[src/rtl/ac97_sdi_receiver.sv]
// ac97_sdi_receiver
//
// Deserializes the AC97 SDI stream (codec -> controller). Frames are aligned to
// the rising edge of AC97Sync as driven by our frame transmitter; the SDI bit
// sampled on that edge is frame bit 0. Slot 0 tag, slot 1 status address,
// slot 2 status data and slots 3/4 PCM capture samples are decoded into
// registered words with one-cycle valid pulses.
//
// Ports:
//   AC97BitClock  in   bit clock, all logic on posedge
//   Rst_n         in   asynchronous active-low reset
//   AC97SDI       in   serial data from codec, MSB-first per slot
//   AC97Sync      in   frame sync, rises at frame bit 0
//   CodecReady    out  tag bit 15 of the last complete slot 0
//   StatusAddr    out  slot 1 bits 18:12
//   StatusData    out  slot 2 bits 19:4
//   StatusValid   out  pulse: new StatusAddr/StatusData
//   PcmLeft       out  slot 3 MSBs
//   PcmRight      out  slot 4 MSBs
//   PcmValid      out  pulse: at least one PCM word updated
//   FrameDone     out  pulse at the end of each complete frame
//   SyncError     out  pulse on a frame alignment violation
module ac97_sdi_receiver #(
    parameter int unsigned PCM_WIDTH      = 20,
    parameter int unsigned SYNC_HIGH_BITS = 16
) (
    input  logic                 AC97BitClock,
    input  logic                 Rst_n,
    input  logic                 AC97SDI,
    input  logic                 AC97Sync,
    output logic                 CodecReady,
    output logic [6:0]           StatusAddr,
    output logic [15:0]          StatusData,
    output logic                 StatusValid,
    output logic [PCM_WIDTH-1:0] PcmLeft,
    output logic [PCM_WIDTH-1:0] PcmRight,
    output logic                 PcmValid,
    output logic                 FrameDone,
    output logic                 SyncError
);

    typedef enum logic [0:0] {StHunt, StReceive} state_e;

    localparam logic [8:0] SyncHighBits = 9'(SYNC_HIGH_BITS);

    state_e                 state_q, state_d;
    logic [7:0]             bit_cnt_q, bit_cnt_d;
    logic                   sync_prev_q;
    // Only 19 history bits are stored: the 20-bit capture word is always
    // completed by the live SDI sample, so the oldest bit is never read.
    logic [18:0]            shift_q;
    logic [19:0]            shift_next;
    logic [3:0]             tag_v_q, tag_v_d;      // {v1, v2, v3, v4}
    logic [6:0]             addr_lat_q, addr_lat_d;
    logic [PCM_WIDTH-1:0]   slot3_lat_q, slot3_lat_d;

    logic                   codec_ready_q, codec_ready_d;
    logic [6:0]             status_addr_q, status_addr_d;
    logic [15:0]            status_data_q, status_data_d;
    logic                   status_valid_q, status_valid_d;
    logic [PCM_WIDTH-1:0]   pcm_left_q, pcm_left_d;
    logic [PCM_WIDTH-1:0]   pcm_right_q, pcm_right_d;
    logic                   pcm_valid_q, pcm_valid_d;
    logic                   frame_done_q, frame_done_d;
    logic                   sync_error_q, sync_error_d;

    logic                   sync_rise;
    logic                   in_sync_window;
    logic                   decode;

    assign sync_rise      = AC97Sync & ~sync_prev_q;
    assign shift_next     = {shift_q, AC97SDI};
    assign in_sync_window = {1'b0, bit_cnt_q} < SyncHighBits;

    // Frame alignment FSM and bit counter.
    always_comb begin
        state_d      = state_q;
        bit_cnt_d    = bit_cnt_q;
        sync_error_d = 1'b0;
        decode       = 1'b0;

        case (state_q)
            StHunt: begin
                bit_cnt_d = 8'd0;
                if (sync_rise) begin
                    state_d   = StReceive;
                    bit_cnt_d = 8'd1;
                end
            end
            StReceive: begin
                bit_cnt_d = bit_cnt_q + 8'd1;  // 255 wraps to 0
                if (sync_rise) begin
                    // Restart on any rise; only a rise at bit 0 is legal.
                    sync_error_d = (bit_cnt_q != 8'd0);
                    bit_cnt_d    = 8'd1;
                end else if (bit_cnt_q == 8'd0) begin
                    // Post-wrap bit 0 without a new frame start.
                    sync_error_d = 1'b1;
                    state_d      = StHunt;
                    bit_cnt_d    = 8'd0;
                end else if (!AC97Sync && in_sync_window) begin
                    sync_error_d = 1'b1;
                    state_d      = StHunt;
                    bit_cnt_d    = 8'd0;
                end else begin
                    decode = 1'b1;
                end
            end
            default: begin
                state_d   = StHunt;
                bit_cnt_d = 8'd0;
            end
        endcase
    end

    // Slot decode: captures happen on the edge sampling the slot's last bit.
    always_comb begin
        tag_v_d        = tag_v_q;
        addr_lat_d     = addr_lat_q;
        slot3_lat_d    = slot3_lat_q;
        codec_ready_d  = codec_ready_q;
        status_addr_d  = status_addr_q;
        status_data_d  = status_data_q;
        status_valid_d = 1'b0;
        pcm_left_d     = pcm_left_q;
        pcm_right_d    = pcm_right_q;
        pcm_valid_d    = 1'b0;
        frame_done_d   = 1'b0;

        if (decode) begin
            case (bit_cnt_q)
                8'd15: begin
                    codec_ready_d = shift_next[15];
                    tag_v_d       = shift_next[14:11];
                end
                8'd35: addr_lat_d = shift_next[18:12];
                8'd55: begin
                    if (codec_ready_q && tag_v_q[3] && tag_v_q[2]) begin
                        status_addr_d  = addr_lat_q;
                        status_data_d  = shift_next[19:4];
                        status_valid_d = 1'b1;
                    end
                end
                8'd75: slot3_lat_d = shift_next[19 -: PCM_WIDTH];
                8'd95: begin
                    if (codec_ready_q && tag_v_q[1]) begin
                        pcm_left_d  = slot3_lat_q;
                        pcm_valid_d = 1'b1;
                    end
                    if (codec_ready_q && tag_v_q[0]) begin
                        pcm_right_d = shift_next[19 -: PCM_WIDTH];
                        pcm_valid_d = 1'b1;
                    end
                end
                8'd255: frame_done_d = 1'b1;
                default: ;
            endcase
        end
    end

    always_ff @(posedge AC97BitClock or negedge Rst_n) begin
        if (!Rst_n) begin
            state_q        <= StHunt;
            bit_cnt_q      <= 8'd0;
            sync_prev_q    <= 1'b0;
            shift_q        <= '0;
            tag_v_q        <= '0;
            addr_lat_q     <= '0;
            slot3_lat_q    <= '0;
            codec_ready_q  <= 1'b0;
            status_addr_q  <= '0;
            status_data_q  <= '0;
            status_valid_q <= 1'b0;
            pcm_left_q     <= '0;
            pcm_right_q    <= '0;
            pcm_valid_q    <= 1'b0;
            frame_done_q   <= 1'b0;
            sync_error_q   <= 1'b0;
        end else begin
            state_q        <= state_d;
            bit_cnt_q      <= bit_cnt_d;
            sync_prev_q    <= AC97Sync;
            shift_q        <= shift_next[18:0];
            tag_v_q        <= tag_v_d;
            addr_lat_q     <= addr_lat_d;
            slot3_lat_q    <= slot3_lat_d;
            codec_ready_q  <= codec_ready_d;
            status_addr_q  <= status_addr_d;
            status_data_q  <= status_data_d;
            status_valid_q <= status_valid_d;
            pcm_left_q     <= pcm_left_d;
            pcm_right_q    <= pcm_right_d;
            pcm_valid_q    <= pcm_valid_d;
            frame_done_q   <= frame_done_d;
            sync_error_q   <= sync_error_d;
        end
    end

    assign CodecReady  = codec_ready_q;
    assign StatusAddr  = status_addr_q;
    assign StatusData  = status_data_q;
    assign StatusValid = status_valid_q;
    assign PcmLeft     = pcm_left_q;
    assign PcmRight    = pcm_right_q;
    assign PcmValid    = pcm_valid_q;
    assign FrameDone   = frame_done_q;
    assign SyncError   = sync_error_q;

endmodule

[config.mk]
export PLATFORM = sky130hd
export DESIGN_NAME = ac97_sdi_receiver
export DESIGN_NICKNAME = d
export VERILOG_FILES = /design/src/rtl/ac97_sdi_receiver.sv
export SDC_FILE = /design/constraint.sdc
export NUM_CORES = 1
export LEC_CHECK = 0
export ABC_AREA = 1
export ABC_CLOCK_PERIOD_IN_PS = 4600
export CORE_MARGIN = 5
export CORE_UTILIZATION = 59
export DETAILED_ROUTE_END_ITERATION = 10
export PLACE_DENSITY_LB_ADDON = 0.2
export SYNTH_ARGS = -nofsm -noshare
export SYNTH_HDL_FRONTEND = slang
export SYNTH_SLANG_ARGS = --single-unit
[constraint.sdc]
create_clock -name AC97BitClock -period 4.6 [get_ports AC97BitClock]
set_clock_uncertainty 0.05 [all_clocks]
set_input_delay 0.92 -clock AC97BitClock [delete_from_list [all_inputs] [get_ports AC97BitClock]]
set_output_delay 0.92 -clock AC97BitClock [all_outputs]
set_load 0.005 [all_outputs]
==> results.md, run 1 <==
* Multi-input gate area at around 0.0018 mm^2
* Lkg Pwr at roughly 3.3 nW
* Area leader, netlist: dfrtp_1
* Total grt overflow at 0
* Total Wirelength at 12760 um
* Area Overhead vs Synth at 23.49%
* CTS tree: built
* Via density at 5.703
* Mapped Cells at ~580
* Synthesized area per cell at 9.335 um^2
* Distinct cells, synth at 25
* Area of placed instances at 0.006128 mm^2
* Fin cells at between 700 and 800
* Worst EP arrival at 2830 ps
* Status: finished clean
* Synth top area cells: dfrtp_1 (59%), nand2_1 (12%), nand4_1 (7.7%)
* Crit path launch type: flop
* Nets at around 650
* RSZ-0062 raised after global routing: false
* Core Area at slightly above 0.009 mm^2
* Later-pin clock latency in the skew report at between 500 and 600 ps
* Die width at approximately 110 um
* Ant diodes at 0
* Final hold vios at 0
* Vias in the first global route at ~4.4k
* Die height at 106.0 um
* Gr usage total at 24.48%
* IO Count at 72
* First-pass GRT wire length at around 22000 um
* CTS buffer count at 17
* Synth top area share at between 50% and 60%
* Fillers at 650
* CP Max Fanout at 21
* HP Class: flop to flop
* Yosys reg bits at 128
* TritonRoute pass-1 iters at 4
* Average wire per standard cell at 16.68 um
* RD Place Congestion at between 0.8 and 0.9
* Post-route cell area at between 0.006 and 0.007 mm^2
* Net Count, Synth at about 590
* Slew margin rel. at 13.89%
* Largest net degree at the start of global routing at 65
* Vias at about 4.4k
* Detailed-route DRC error count at 0
* Syn. warnings at 0
* Detailed Place HPWL at 8085 um
* PwrDens at 374.1 mW/mm^2
* Number of setup buffers added after CTS at 0
* Final Max Tran Viols at 0
* Sequential share of the synthesized area at 58.96%
* PortBufs at just over 70
* Worst Max-Slew Pin Slew at between 1000 and 1500 ps
* Antenna violations before repair at 0
* Period utilisation layout at a little over half
* Clk root buf: clkbuf_8
* Inst Count DP at around 730
* Die footprint at roughly 0.011 mm^2
* Clock Path Buffers at 2
* Initial Utilization at 59.64%
* Crit Path Category: flop to flop
* Clock edge transition at the registers on the reported setup and hold paths at around 60 ps
* CTS sink cnt at between 100 and 150
* Hold_buf cts at 0
* Cts repair resizes at 0
* Fmax at about 400 MHz
* Share of cells above drive strength 1 at 8.563%
* Fin crit period at 2505 ps
* Post-Syn Area at about 0.0054 mm^2
* Core Util, Final at between 70% and 80%
* CTS H-tree depth at 4
* Peak supply drop at ~0.00024 V
* DRT iter0 DRCs at 291
* Reg area at 0.003204 mm^2
* # setup viols final at 0
* Max cap viols at 0
* Worst EP required at 4930 ps
* Setup_tns at 0 ps
* DRT antenna net count at 0
* Rows at 35
* CP Capture Type: flop
[layer usage]
layer / wire length, um / global-route usage (%)
met4: 291 / 10.08
met5: 0 / 0
met1: 5553 / 33.95
met2: 6135 / 37.93
met3: 781 / 5.161
[sequential cells by signal (all words and copies together), names as in the netlist, 4 cells and up]
name,cells
PcmLeft,20
PcmRight,20
StatusAddr,7
StatusData,16
addr_lat_q,7
bit_cnt_q,8
shift_q,19
slot3_lat_q,20
tag_v_q,4
[metrics by stage]
stage / total power [W] / hold WS [ps] / setup WS [ps]
3_3_place_gp: 0.001233 / 347.1 / 1905
3_5_place_dp: 0.001234 / 352.8 / 1820
5_1_grt: 0.002586 / 378.6 / 1875
6_report: 0.002510 / 358.9 / 2095
2_1_floorplan: 0.001195 / 324.7 / 2728
4_1_cts: 0.002522 / 357.1 / 2120
[where the power goes]
part | switching (W) | internal (W)
clock network | 0.000496 | 0.000800
logic | 0.0000469 | 0.00000914
registers | 0.0000207 | 0.00114
[critical path: stages (launching register included)]
cell	delay, ps
dfrtp_1	380
ha_1	220
nand2_1	100
inv_2	80
nand2_1	90
nor2_2	190
nand3_1	740
o21bai_1	420
nand2_1	100
[final timing paths]
path | start | cells after the start | end | slack [ps]
setup / recovery | bit_cnt_q[0] | 8 | PcmRight[11] | 2100
hold / removal | shift_q[1] | 0 | shift_q[2] | 360
setup reg to reg | bit_cnt_q[0] | 8 | PcmRight[11] | 2100
hold reg to reg | shift_q[1] | 0 | shift_q[2] | 360
max in group asynchronous | Rst_n | 2 | shift_q[9] | 3090
min in group asynchronous | Rst_n | 1 | bit_cnt_q[5] | 440
[placed cells by master (no fill, tap or decap)]
| master | netlist | routed |
|---|---|---|
| a21oi_1 | 2 | 2 |
| a21oi_4 | 1 | 1 |
| buf_4 | 1 | 9 |
| bufinv_16 | 0 | 2 |
| clkbuf_1 | 7 | 1 |
| clkbuf_16 | 0 | 16 |
| clkbuf_8 | 0 | 3 |
| clkdlybuf4s50_1 | 0 | 70 |
| clkinv_2 | 0 | 1 |
| clkinv_4 | 0 | 1 |
| clkinvlp_4 | 0 | 7 |
| dfrtp_1 | 128 | 127 |
| dfrtp_2 | 0 | 1 |
| ha_1 | 2 | 2 |
| inv_1 | 53 | 53 |
| inv_2 | 5 | 5 |
| inv_6 | 0 | 1 |
| nand2_1 | 168 | 168 |
| nand2_2 | 2 | 2 |
| nand2_4 | 1 | 1 |
| nand3_1 | 40 | 40 |
| nand3_2 | 1 | 1 |
| nand4_1 | 67 | 67 |
| nand4_2 | 1 | 1 |
| nor2_1 | 21 | 21 |
| nor2_2 | 2 | 2 |
| nor2_4 | 2 | 2 |
| nor3_1 | 3 | 3 |
| o21ai_0 | 3 | 3 |
| o21bai_1 | 40 | 40 |
| o31ai_1 | 1 | 1 |
[layout make-up]
cell class	instances	area share, %
Clock inverter	12	2.014
Clock buffer	20	6.639
Tap cell	111	2.070
Inverter	58	3.245
Timing Repair Buffer	79	11.45
Multi-Input combinational cell	357	26.82
Sequential cell	128	47.76
[cells in the mapped netlist (all sizes together)]
cell type and instances:
a21oi 3, buf 32, clkbuf 7, dfrtp 128, ha 2, inv 58
nand2 171, nand3 41, nand4 68, nor2 25, nor3 3, o21ai 3
o21bai 40, o31ai 1
[kinds of logic after synthesis]
family                     after synthesis  synth area share, %
buffers and inverters                   97                7.923
AOI/OAI and AO/OA                       47                6.426
DFF                                    128                58.96
adders and majority gates                2               0.4605
and+or+nand+nor                        308                26.23
(Power assumes the default switching activity.)
==> run 2, diff against run 1 <==
--- a/config.mk
+++ b/config.mk
@@ -6,9 +6,9 @@
 export NUM_CORES = 1
 export LEC_CHECK = 0
 export ABC_AREA = 1
-export ABC_CLOCK_PERIOD_IN_PS = 4600
+export ABC_CLOCK_PERIOD_IN_PS = 2200
 export CORE_MARGIN = 5
-export CORE_UTILIZATION = 59
+export CORE_UTILIZATION = 49
 export DETAILED_ROUTE_END_ITERATION = 10
 export PLACE_DENSITY_LB_ADDON = 0.2
 export SYNTH_ARGS = -nofsm -noshare
==> constraint.sdc (replaced) <==
create_clock -name AC97BitClock -period 2.2 [get_ports AC97BitClock]
set_clock_uncertainty 0.05 [all_clocks]
set_input_delay 0.44 -clock AC97BitClock [delete_from_list [all_inputs] [get_ports AC97BitClock]]
set_output_delay 0.44 -clock AC97BitClock [all_outputs]
set_load 0.005 [all_outputs]
==> results.md, run 2 (synthesis gave the netlist of run 1 again) <==
* Status: finished clean (unchanged)
* Crit Path Category: flop to flop (unchanged)
* Critical R2R Launch: bit_cnt_q[0] (unchanged)
* Rows at 38 (was 35)
* Max cap viols at 0 (unchanged)
* Leading cell type in the layout, fill and taps excluded: nand2_1 (unchanged)
* Clk root buf: clkbuf_8 (unchanged)
* RD Place Congestion at 0.8140 (was 0.8436)
* Nets at 656 (was 647)
* Clock edge transition at the registers on the reported setup and hold paths at 60 ps (about the same)
* Core Area at 0.01084 mm^2 (was 0.009109 mm^2)
* Total grt overflow at 0 (unchanged)
* RSZ-0062 raised after global routing: false (unchanged)
* Vias in the first global route at 4412 (was 4396)
* DRT antenna net count at 0 (unchanged)
* PortBufs at 71 (unchanged)
* Gr usage total at 21.20% (was 24.48%)
* Number of setup buffers added after CTS at 0 (unchanged)
* CTS sink cnt at 128 (unchanged)
* Sw frac at 20.93% (was 22.45%)
* Detailed Place HPWL at 8437 um (was 8085 um)
* Fin cells at 803 (was 765)
* Inst Count DP at 770 (was 733)
* Combinational power share at 2.6% (was 2.2%)
* Antenna violations before repair at 0 (unchanged)
* Share of cells above drive strength 1 at 9.653% (was 8.563%)
* CP Capture Type: flop (unchanged)
* Vias at 4351 (was 4363)
* Post-route cell area at 0.006913 mm^2 (was 0.006709 mm^2)
* Final hold vios at 0 (unchanged)
* Initial Utilization at 50.12% (was 59.64%)
* Lkg Pwr at 3.393 nW (was 3.285 nW)
* Cts repair resizes at 0 (unchanged)
* IO Count at 72 (unchanged)
* Die height at 115.3 um (was 106.0 um)
* DRT iter0 DRCs at 360 (was 291)
* Later-pin clock latency in the skew report at 520 ps (was 510 ps)
* Ant diodes at 0 (unchanged)
* Psw at 0.001133 W (was 0.0005636 W)
* CP Max Fanout at 39 (was 21)
* CTS H-tree depth at 4 (unchanged)
* Total Wirelength at 13240 um (was 12760 um)
* Worst EP arrival at 2460 ps (was 2830 ps)
* Fin crit period at 2065 ps (was 2505 ps)
* Most frequent cells in the layout: nand2_1 (168), dfrtp_1 (127), clkdlybuf4s50_1 (70), nand4_1 (67), inv_1 (53) (unchanged)
* Flop pwr share at 44.7% (was 46.1%)
* Detailed-route DRC error count at 0 (unchanged)
* Slew margin rel. at 49.95% (was 13.89%)
* Average wire per standard cell at 16.48 um (was 16.68 um)
* Largest net degree at the start of global routing at 81 (was 65)
* Crit path launch type: flop (unchanged)
* Final Max Tran Viols at 0 (unchanged)
* Area of placed instances at 0.006287 mm^2 (was 0.006128 mm^2)
* Via density at 5.418 (was 5.703)
* CP startpoint: bit_cnt_q[0] (unchanged)
* Die width at 115.3 um (was 106.0 um)
* Clock Path Buffers at 2 (unchanged)
* Cell internal pwr at 0.004280 W (was 0.001946 W)
* Worst Max-Slew Pin Slew at 749.1 ps (was 1287 ps)
* CTS buffer count at 17 (unchanged)
* Clk pwr share at 52.8% (was 51.6%)
* Fmax at 484.3 MHz (was 399.2 MHz)
* PwrDens at 783.0 mW/mm^2 (was 374.1 mW/mm^2)
* Period utilisation layout at 93.86% (was 54.46%)
* Fillers at 932 (was 650)
* Die footprint at 0.01329 mm^2 (was 0.01123 mm^2)
* First-pass GRT wire length at 21910 um (was 21780 um)
* Area Overhead vs Synth at 27.25% (was 23.49%)
* Peak supply drop at 0.0005029 V (was 0.0002429 V)
* HP Class: primary input to asynchronous set/reset pin (was flop to flop)
* # setup viols final at 0 (unchanged)
* TritonRoute pass-1 iters at 6 (was 4)
* Worst EP required at 2600 ps (was 4930 ps)
* CTS tree: built (unchanged)
## run 2: changes by cell type in the layout (fill, tap and decap cells not counted), sizes merged
cell	previous run	this run
clkinv	2	4
buf	9	17
dlygate4sd3	0	1
inv	59	58
clkbuf	20	23
clkinvlp	7	2
bufinv	2	3
## run 2: worst paths after layout
| kind | cells past startpoint | slack, ps | to |
|---|---|---|---|
| worst max-delay path | 8 | 130 | PcmRight[12] |
| worst min-delay path | 2 | 230 | bit_cnt_q[0] |
| worst max register to register | 8 | 130 | PcmRight[12] |
| worst min register to register | 0 | 350 | shift_q[1] |
| max in group asynchronous | 3 | 1130 | PcmRight[12] |
| min in group AC97BitClock | 0 | 350 | shift_q[1] |
## run 2: cell type report
type | count | area (um^2) | share of cell area [%]
Clock buffer | 23 | 486.7 | 7.041
Inverter | 58 | 217.7 | 3.149
Clock inverter | 9 | 128.9 | 1.864
Multi-Input combinational cell | 357 | 1799 | 26.03
Tap cell | 140 | 175.2 | 2.534
Timing Repair Buffer | 88 | 900.9 | 13.03
Sequential cell | 128 | 3204 | 46.35
## run 2: power by group through the flow
stage | combinational [W] | clock, W | sequential [W]
after floorplan | 0.0000617 | 0 | 0.00244
after global placement | 0.000138 | 0 | 0.00246
after detailed placement | 0.000139 | 0 | 0.00246
after CTS | 0.000141 | 0.00290 | 0.00242
after global routing | 0.000156 | 0.00300 | 0.00242
final | 0.000138 | 0.00286 | 0.00242
## run 2: critical path, stage by stage (launching register included)
cell and delay, ps:
dfrtp_1 400, inv_1 60, ha_1 180, nand2_1 100, nand2_2 80, a21oi_4 610
buf_12 280, nand4_1 120, nand2_1 100
## run 2: what timing repair did
| item | CTS | global route |
|---|---|---|
| endpoints found under the setup margin | 0 | 0 |
| hold buffers | 1 | 0 |
| hold endpoints to repair | 84 | 0 |
## run 2: per-layer routing
metal  global-route usage, %  vias to the layer above  share of wire, %
met5                       0                        -                 0
met4                   8.138                        0               1.8
met3                   5.579                       23               6.4
met2                   33.02                      162                48
met1                   28.66                     2124                44
li1                        -                     2042                 -
## run 2: through the flow
stage	hold slack [ps]	worst slack [ps]	total power (W)	utilization, %	setup TNS [ps]
after CTS	205.8	132.5	0.005453	63.77	0
after floorplan	94.41	660.3	0.002499	-	0
final	227.2	135.0	0.005413	63.77	0
after global placement	209.7	-25.62	0.002596	58.00	-331.2
after global routing	232.8	4.230	0.005573	63.77	0
after detailed placement	211.6	-83.60	0.002598	58.00	-2173
